`src/rtl/instr_encoder.sv`:
```
// instr_encoder: packs decoded MIPS-subset field records into 32-bit words and
// streams them, tagged with sequential byte addresses, through a 2-entry FIFO.
module instr_encoder #(
   parameter int DWIDTH = 32,
   parameter int AWIDTH = 32
) (
   input  logic              clk,
   input  logic              rstn,
   input  logic              start,
   input  logic [AWIDTH-1:0] start_addr,
   input  logic              in_valid,
   output logic              in_ready,
   input  logic [3:0]        in_op,
   input  logic [4:0]        in_rs,
   input  logic [4:0]        in_rt,
   input  logic [4:0]        in_rd,
   input  logic [4:0]        in_shamt,
   input  logic [15:0]       in_imm,
   input  logic [25:0]       in_target,
   input  logic              in_last,
   output logic              out_valid,
   input  logic              out_ready,
   output logic [AWIDTH-1:0] out_addr,
   output logic [DWIDTH-1:0] out_instr,
   output logic              busy,
   output logic              done,
   output logic              err_illegal,
   output logic [15:0]       word_count
);
   localparam logic [5:0] OPCODE_RTYPE = 6'h00, OPCODE_ADDI = 6'h08, OPCODE_SLTI = 6'h0A;
   localparam logic [5:0] OPCODE_LW = 6'h23, OPCODE_SW = 6'h2B, OPCODE_BEQ = 6'h04;
   localparam logic [5:0] OPCODE_J = 6'h02, OPCODE_JAL = 6'h03;
   localparam logic [5:0] FUNCT_ADD = 6'h20, FUNCT_SUB = 6'h22, FUNCT_AND = 6'h24;
   localparam logic [5:0] FUNCT_OR = 6'h25, FUNCT_NOR = 6'h27, FUNCT_SLT = 6'h2A, FUNCT_JR = 6'h08;

   typedef enum logic [1:0] {IDLE, RUN, DRAIN} state_t;

   state_t            state, state_nx;
   logic [AWIDTH-1:0] addr, sk_addr;
   logic [DWIDTH-1:0] enc, sk_instr;
   logic [5:0]        opcode, funct;
   logic              sk_valid, go, accept, legal, push, pop;

   if (DWIDTH != 32) begin : g_dwidth_check
      $error("instr_encoder: DWIDTH must be 32");
   end

   assign go       = start && state == IDLE;
   assign in_ready = state == RUN && !sk_valid;
   assign accept   = in_valid && in_ready;
   assign legal    = in_op < 4'd14;
   assign push     = accept && legal;
   assign pop      = out_valid && out_ready;
   assign busy     = state != IDLE;
   assign done     = state == DRAIN && !out_valid;

   always_comb begin
      opcode = OPCODE_RTYPE;
      funct  = FUNCT_ADD;
      case (in_op)
         4'd1:    funct  = FUNCT_SUB;
         4'd2:    funct  = FUNCT_AND;
         4'd3:    funct  = FUNCT_OR;
         4'd4:    funct  = FUNCT_NOR;
         4'd5:    funct  = FUNCT_SLT;
         4'd6:    funct  = FUNCT_JR;
         4'd7:    opcode = OPCODE_ADDI;
         4'd8:    opcode = OPCODE_SLTI;
         4'd9:    opcode = OPCODE_LW;
         4'd10:   opcode = OPCODE_SW;
         4'd11:   opcode = OPCODE_BEQ;
         4'd12:   opcode = OPCODE_J;
         4'd13:   opcode = OPCODE_JAL;
         default: ;
      endcase
   end

   assign enc = in_op <= 4'd5  ? {OPCODE_RTYPE, in_rs, in_rt, in_rd, in_shamt, funct} :
                in_op == 4'd6  ? {OPCODE_RTYPE, in_rs, 15'd0, funct} :
                in_op >= 4'd12 ? {opcode, in_target} :
                                 {opcode, in_rs, in_rt, in_imm};

   always_comb begin
      state_nx = state;
      if (go)
         state_nx = RUN;
      else if (state == RUN && accept && in_last)
         state_nx = DRAIN;
      else if (done)
         state_nx = IDLE;
   end

   always_ff @(posedge clk or negedge rstn) begin
      if (!rstn) begin
         state       <= IDLE;
         addr        <= '0;
         word_count  <= '0;
         err_illegal <= 1'b0;
      end else begin
         state <= state_nx;
         if (go) begin
            addr        <= start_addr & ~AWIDTH'(3);
            word_count  <= '0;
            err_illegal <= 1'b0;
         end
         if (push) begin
            addr <= addr + AWIDTH'(4);
            if (word_count != 16'hFFFF)
               word_count <= word_count + 16'd1;
         end
         if (accept && !legal)
            err_illegal <= 1'b1;
      end
   end

   // Head registers drive the outputs directly; the skid entry only fills while the head stalls.
   always_ff @(posedge clk or negedge rstn) begin
      if (!rstn) begin
         out_valid <= 1'b0;
         out_addr  <= '0;
         out_instr <= '0;
         sk_valid  <= 1'b0;
         sk_addr   <= '0;
         sk_instr  <= '0;
      end else if (pop || !out_valid) begin
         out_valid <= sk_valid || push;
         if (sk_valid || push) begin
            out_addr  <= sk_valid ? sk_addr : addr;
            out_instr <= sk_valid ? sk_instr : enc;
         end
         sk_valid <= sk_valid && push;
         if (push) begin
            sk_addr  <= addr;
            sk_instr <= enc;
         end
      end else if (push) begin
         sk_valid <= 1'b1;
         sk_addr  <= addr;
         sk_instr <= enc;
      end
   end
endmodule
```
`config.mk`:
```
export PLATFORM = sky130hd
export DESIGN_NAME = instr_encoder
export DESIGN_NICKNAME = d
export VERILOG_FILES = /design/src/rtl/instr_encoder.sv
export SDC_FILE = /design/constraint.sdc
export NUM_CORES = 1
export LEC_CHECK = 0
export BUFFER_PORTS_ARGS = -buffer_cell sky130_fd_sc_hd__buf_2
export CORE_MARGIN = 4
export CORE_UTILIZATION = 55
export DETAILED_ROUTE_END_ITERATION = 7
export PLACE_DENSITY = 0.92
export SYNTH_ARGS = -nofsm -noshare
export SYNTH_HDL_FRONTEND = slang
export SYNTH_SLANG_ARGS = --single-unit
```
`constraint.sdc`:
```
create_clock -name clk -period 2.31 [get_ports clk]
set_input_delay 0.231 -clock clk [delete_from_list [all_inputs] [get_ports clk]]
set_output_delay 0.231 -clock clk [all_outputs]
set_load 0.02 [all_outputs]
```
Word level (Yosys, flattened, before mapping)
Cells that the tools add are included.
- output and inout port bits: 85
- logic and storage cells: 72
- register bits after elaboration: 181
- order comparisons: 3
- multiplexer cells: 19
- equal/unequal tests: 16
- add/sub/neg operators: 2
- reduce and logical (&&, ||, !) cells: 22
- operators by type and width (cell ; count):
    two-way mux 32 bit ; 6
    two-way mux 16 bit ; 3
    case mux 6 bit (7 select lines) ; 1
    case mux 6 bit (6 select lines) ; 1
    adder 32 x 3 -> 32 bit, second input constant ; 1
    two-way mux 26 bit ; 1
    == test 4 bit, second input constant ; 6
    adder 16 x 1 -> 16 bit, second input constant ; 1
    == test 4 x 3 -> 1 bit, second input constant ; 4
    != test 16 bit, second input constant ; 1
    logical AND 1 bit ; 10
    == test 4 x 2 -> 1 bit, second input constant ; 2
    nonzero test 2 bit ; 4
    two-way mux 2 bit ; 3
    == test 4 x 1 -> 1 bit, second input constant ; 1
    greater-or-equal comparator 4 bit, second input constant ; 1
    less-or-equal comparator 4 x 3 -> 1 bit, second input constant ; 1
    < comparator 4 bit, second input constant ; 1
    two-way mux 1 bit ; 4
    zero test 1 bit ; 3
    nonzero test 3 bit ; 1
    == test 2 x 1 -> 1 bit, second input constant ; 1
    == test 2 bit, second input constant ; 1
    zero test 2 bit ; 1
    other kinds (2) ; 3

Depth between registers and ports, before layout
- depth after elaboration: 7
- depth in mapped cells: 9
- mapped depth without buffers: 6

Least setup slack after synthesis
OpenSTA, ideal clock, no wires.
- path kind: reg-to-reg
- start: reg word_count[0]
- end: reg word_count[6]
- buffers on the path: 1
- data arrival time: 1.830 ns
- path slack: 0.370 ns
- setup time: 0.110 ns
- cell stages (with the launch flop): 8
- period minus slack after synthesis: 1.940 ns
- cell sequence: dfrtp_1 -> ha_1 -> nand4_1 -> nor4_2 -> nand2b_1 -> buf_2 -> o311ai_0 -> o41ai_1
- word-level cells in the longest chain between the ends: 3
- elaborated cells between the ends (all ways): 4
- those cells by class: 1 x add/sub; 1 x eq/ne; 2 x mux
- RTL lines (element ; RTL line ; text):
    start, declared ; 28 ; output logic [15:0] word_count
    start signal, assigned ; 109 ; word_count <= word_count + 16'd1;
    adder 16 x 1 -> 16 bit / != test 16 bit (equally long branches) ; 109, 108 ;
    two-way mux 16 bit * ; 108 ; if (word_count != 16'hFFFF)
    two-way mux 16 bit * ; 106 ; if (push) begin
Mark *: on every way between the ends. The rest lies on a longest branch, timed or not.
A chain may end at the register's enable or synchronous reset.

Worst setup path in the final report
- start: reg state[1]
- end: reg addr[15]
- word-level cells in the longest chain between the ends: 5
- elaborated cells between the ends (all ways): 8
- those cells by class: 1 x eq/ne; 1 x mux; 6 x reduce/logical
- RTL lines (element ; RTL line ; text):
    start, declared ; 38 ; state_t state, state_nx;
    start signal, assigned ; 100 ; state <= state_nx;
    == test 2 x 1 -> 1 bit ; 49 ; assign in_ready = state == RUN && !sk_valid;
    logical AND 1 bit ; 49 ;
    logical AND 1 bit ; 50 ; assign accept = in_valid && in_ready;
    logical AND 1 bit ; 52 ; assign push = accept && legal;
    two-way mux 32 bit / nonzero test 2 bit (equally long branches) ; -- ;
    end signal, assigned ; 102 ; addr <= start_addr & ~AWIDTH'(3);
    end signal, assigned ; 107 ; addr <= addr + AWIDTH'(4);
    end, declared ; 39 ; logic [AWIDTH-1:0] addr, sk_addr;
Several ways; a longest one is shown, not always the timed one.

==> flow_summary.ini <==
[run_status]
status = complete, no violations

[sta]
tightest_slew_ns = 0.666
setup_tns_ns = 0
relSlewSlack_pct = 55.6
timing.final.crit_share_pct = 93.4
hold_viol = 0
worst_slack_ns = 0.151
max_freq_ghz = 0.463
setup_violations = 0
drv_slew = 0
clock_skew_ns = 0.00952
grt_setup_unrepaired = no
period_minus_slack_ns = 2.16

[drt]
drcViolationCount = 0
ant_nets = 0
vias_per_cell = 5.91
drt-initial-drc-count = 531
wl_per_cell_microns = 17.2
num_vias = 7532
first_pass_iters = 5
wl_mm = 21.9

[floorplanning]
dieArea_sq_um = 17500
fp.dieW_microns = 132
pin_count = 189
fp-row-count = 45
fp.dieH_microns = 132
core_sq_um = 15100
initial_core_util_pct = 56.0

[worst_setup_path]
crit_type = flop to flop
cp_max_fo = 6
cp-start-kind = flop
cp.required_ns = 2.64
r2r_cells = 5
end_kind = flop
arrival_ns = 2.49

[place]
placedInstanceArea_sq_um = 9660
io_buffers = 183
post-place-ws_ns = 0.165
dpl.hpwl_mm = 15.2
place_congestion = 0.837

[cells_and_area]
multiInputGateArea_sq_um = 3870
final_common_cell = nand2_1
nets = 1182
synthToLayoutAreaGrowth_pct = 20.6
register_area_sq_um = 4330
diodes = 0
fill_cells = 1133
drive_gt1_share_pct = 25.0
final_cell_mix = nand2_1 (225), buf_2 (182), dfrtp_1 (172)
design_area_sq_um = 10200

[yosys]
synth_top_cell_by_area = dfrtp_1
ys_seq_area_share_pct = 51.0
synthSimpleGateAreaFrac_pct = 19.0
synthArstFlopShare_pct = 100
synth_fa_ha_area_share_pct = 0.295
syn_inst = 913
ys_ff_latch = 173
syn_avg_cell_area_sq_um = 9.29
synth_cell_types = 65
syn_area_sq_um = 8490
synthTopCellsByArea = dfrtp_1 (51%), nand2_1 (10%), mux2i_1 (6.4%)
synth_xor_area_share_pct = 0.516
muxShareOfSynthArea_pct = 7.70
yosys_most_used_dff = dfrtp_1
synth_compound_area_share_pct = 17.6
yosys.area.top_type_share_pct = 51.0
synth_edf_count = 0
ys_warn_count = 0
synth_top_family_by_area = simple AND/OR/NAND/NOR gates

[clock_network]
cts_root_buf = clkbuf_16
cts_buffers = 17
cts_tree = built
clkSlewWorstSetupHoldPaths_ns = 0.06
cts.sinks = 173
cts-htree-levels = 4
clock_latency_ns = 0.42
clock_path_buffers = 2

[grt]
grtUsageMet2_pct = 39.9
use_met1_pct = 33.8
grt_overflow_total = 0
grt_max_degree = 69
grt_pass1_wl_mm = 36.1
met3_usage_pct = 6.11
antenna_found_initial = 1
grt_pass1_vias = 7162
grt_use_total_pct = 25.3
top_usage_layer = met2

[pwr]
power_density_nw_per_um2 = 1260
leakagePower_nw = 4.89
irDropWorstVdd_mv = 0.689
power_mw = 12.9

[worst_hold_path]
whs_path_depth = 3
hp-class = input pin to flop

[flow_run]
drv_cap = 0
[worst max-delay path: stages (launching register included)]
cell	delay, ns
dfrtp_1	0.43
nand4bb_1	0.30
or4b_4	0.65
nor2_2	0.32
a211oi_1	0.14
a311oi_1	0.23
[power breakdown]
| group | switching (mW) | internal, mW | total (mW) |
|---|---|---|---|
| clock network | 1.13 | 1.66 | 2.79 |
| registers | 0.979 | 4.35 | 5.33 |
| logic | 2.99 | 1.76 | 4.75 |
[cells in the mapped netlist (4+ instances only)]
library cell,instances
o31ai_1,6
buf_4,4
nor3b_1,4
o22ai_1,7
nor2_1,43
o211ai_1,26
o21ai_0,104
nor3_1,13
o21a_1,10
clkbuf_1,36
a211oi_1,11
buf_1,4
nand3_1,18
a21o_1,9
nand4_1,13
buf_2,25
nand2b_1,5
nor4_1,4
a21oi_1,22
mux2_2,10
mux2i_1,54
and4_1,4
nand2_1,226
and2_1,4
and3_1,6
a311oi_1,9
dfrtp_1,173
inv_1,7
[final timing paths]
kind,startpoint,endpoint,slack (ns)
hold reg to reg,out_addr[9],out_addr[9],0.47
max in group asynchronous,rstn,sk_valid,1.23
setup reg to reg,state[1],addr[15],0.15
setup / recovery,state[1],addr[15],0.15
hold / removal,start_addr[31],addr[31],0.03
min in group asynchronous,rstn,out_instr[22],0.35
[timing repair]
| action | 4_1_cts | 5_1_grt |
|---|---|---|
| endpoints found under the hold margin | 58 | 0 |
| endpoints found under the setup margin | 0 | 1 |
| resized for setup | 0 | 1 |
| hold buffers | 1 | 0 |
| buffers inserted | 0 | 0 |
[layer usage]
metal | wire [microns] | share of wire, %
met4 | 704 | 3.2
met3 | 1690 | 7.7
met1 | 9250 | 42
met2 | 10300 | 47
met5 | 13 | 0.059
[registers in the layout (all words and copies together), names as in the netlist]
name and cells:
out_instr 31, sk_instr 31, addr 30, out_addr 30, sk_addr 30, word_count 16
state 2, err_illegal 1, out_valid 1, sk_valid 1
[cell families (layout without fill, tap and decap cells)]
group | count (synthesis) | in the layout
multiplexers | 64 | 64
other | 1 | 3
flip-flops | 173 | 173
XOR/XNOR | 5 | 5
adder cells (fa/ha/maj) | 2 | 2
AO/OA/AOI/OAI | 234 | 234
buffers and inverters | 76 | 248
AND/OR/NAND/NOR | 358 | 358
[cell type report]
class                      count  share of cell area (%)
inverter                       7                   0.257
sequential                   173                    42.3
tap                          188                    2.30
clock buffer                  23                    4.67
clock inverter                 7                   0.880
timing repair buffer         211                    11.8
multi-input combinational    666                    37.8
[per-stage QoR]
stage | hold slack, ns | cells | util (%)
2_1_floorplan | -0.0646 | 915 | -
3_3_place_gp | 0.259 | 1244 | 63.8
3_5_place_dp | 0.250 | 1244 | 63.8
4_1_cts | 0.0165 | 1275 | 67.6
5_1_grt | 0.0247 | 1275 | 67.6
6_report | 0.0290 | 1275 | 67.6
(Power assumes the default switching activity.)
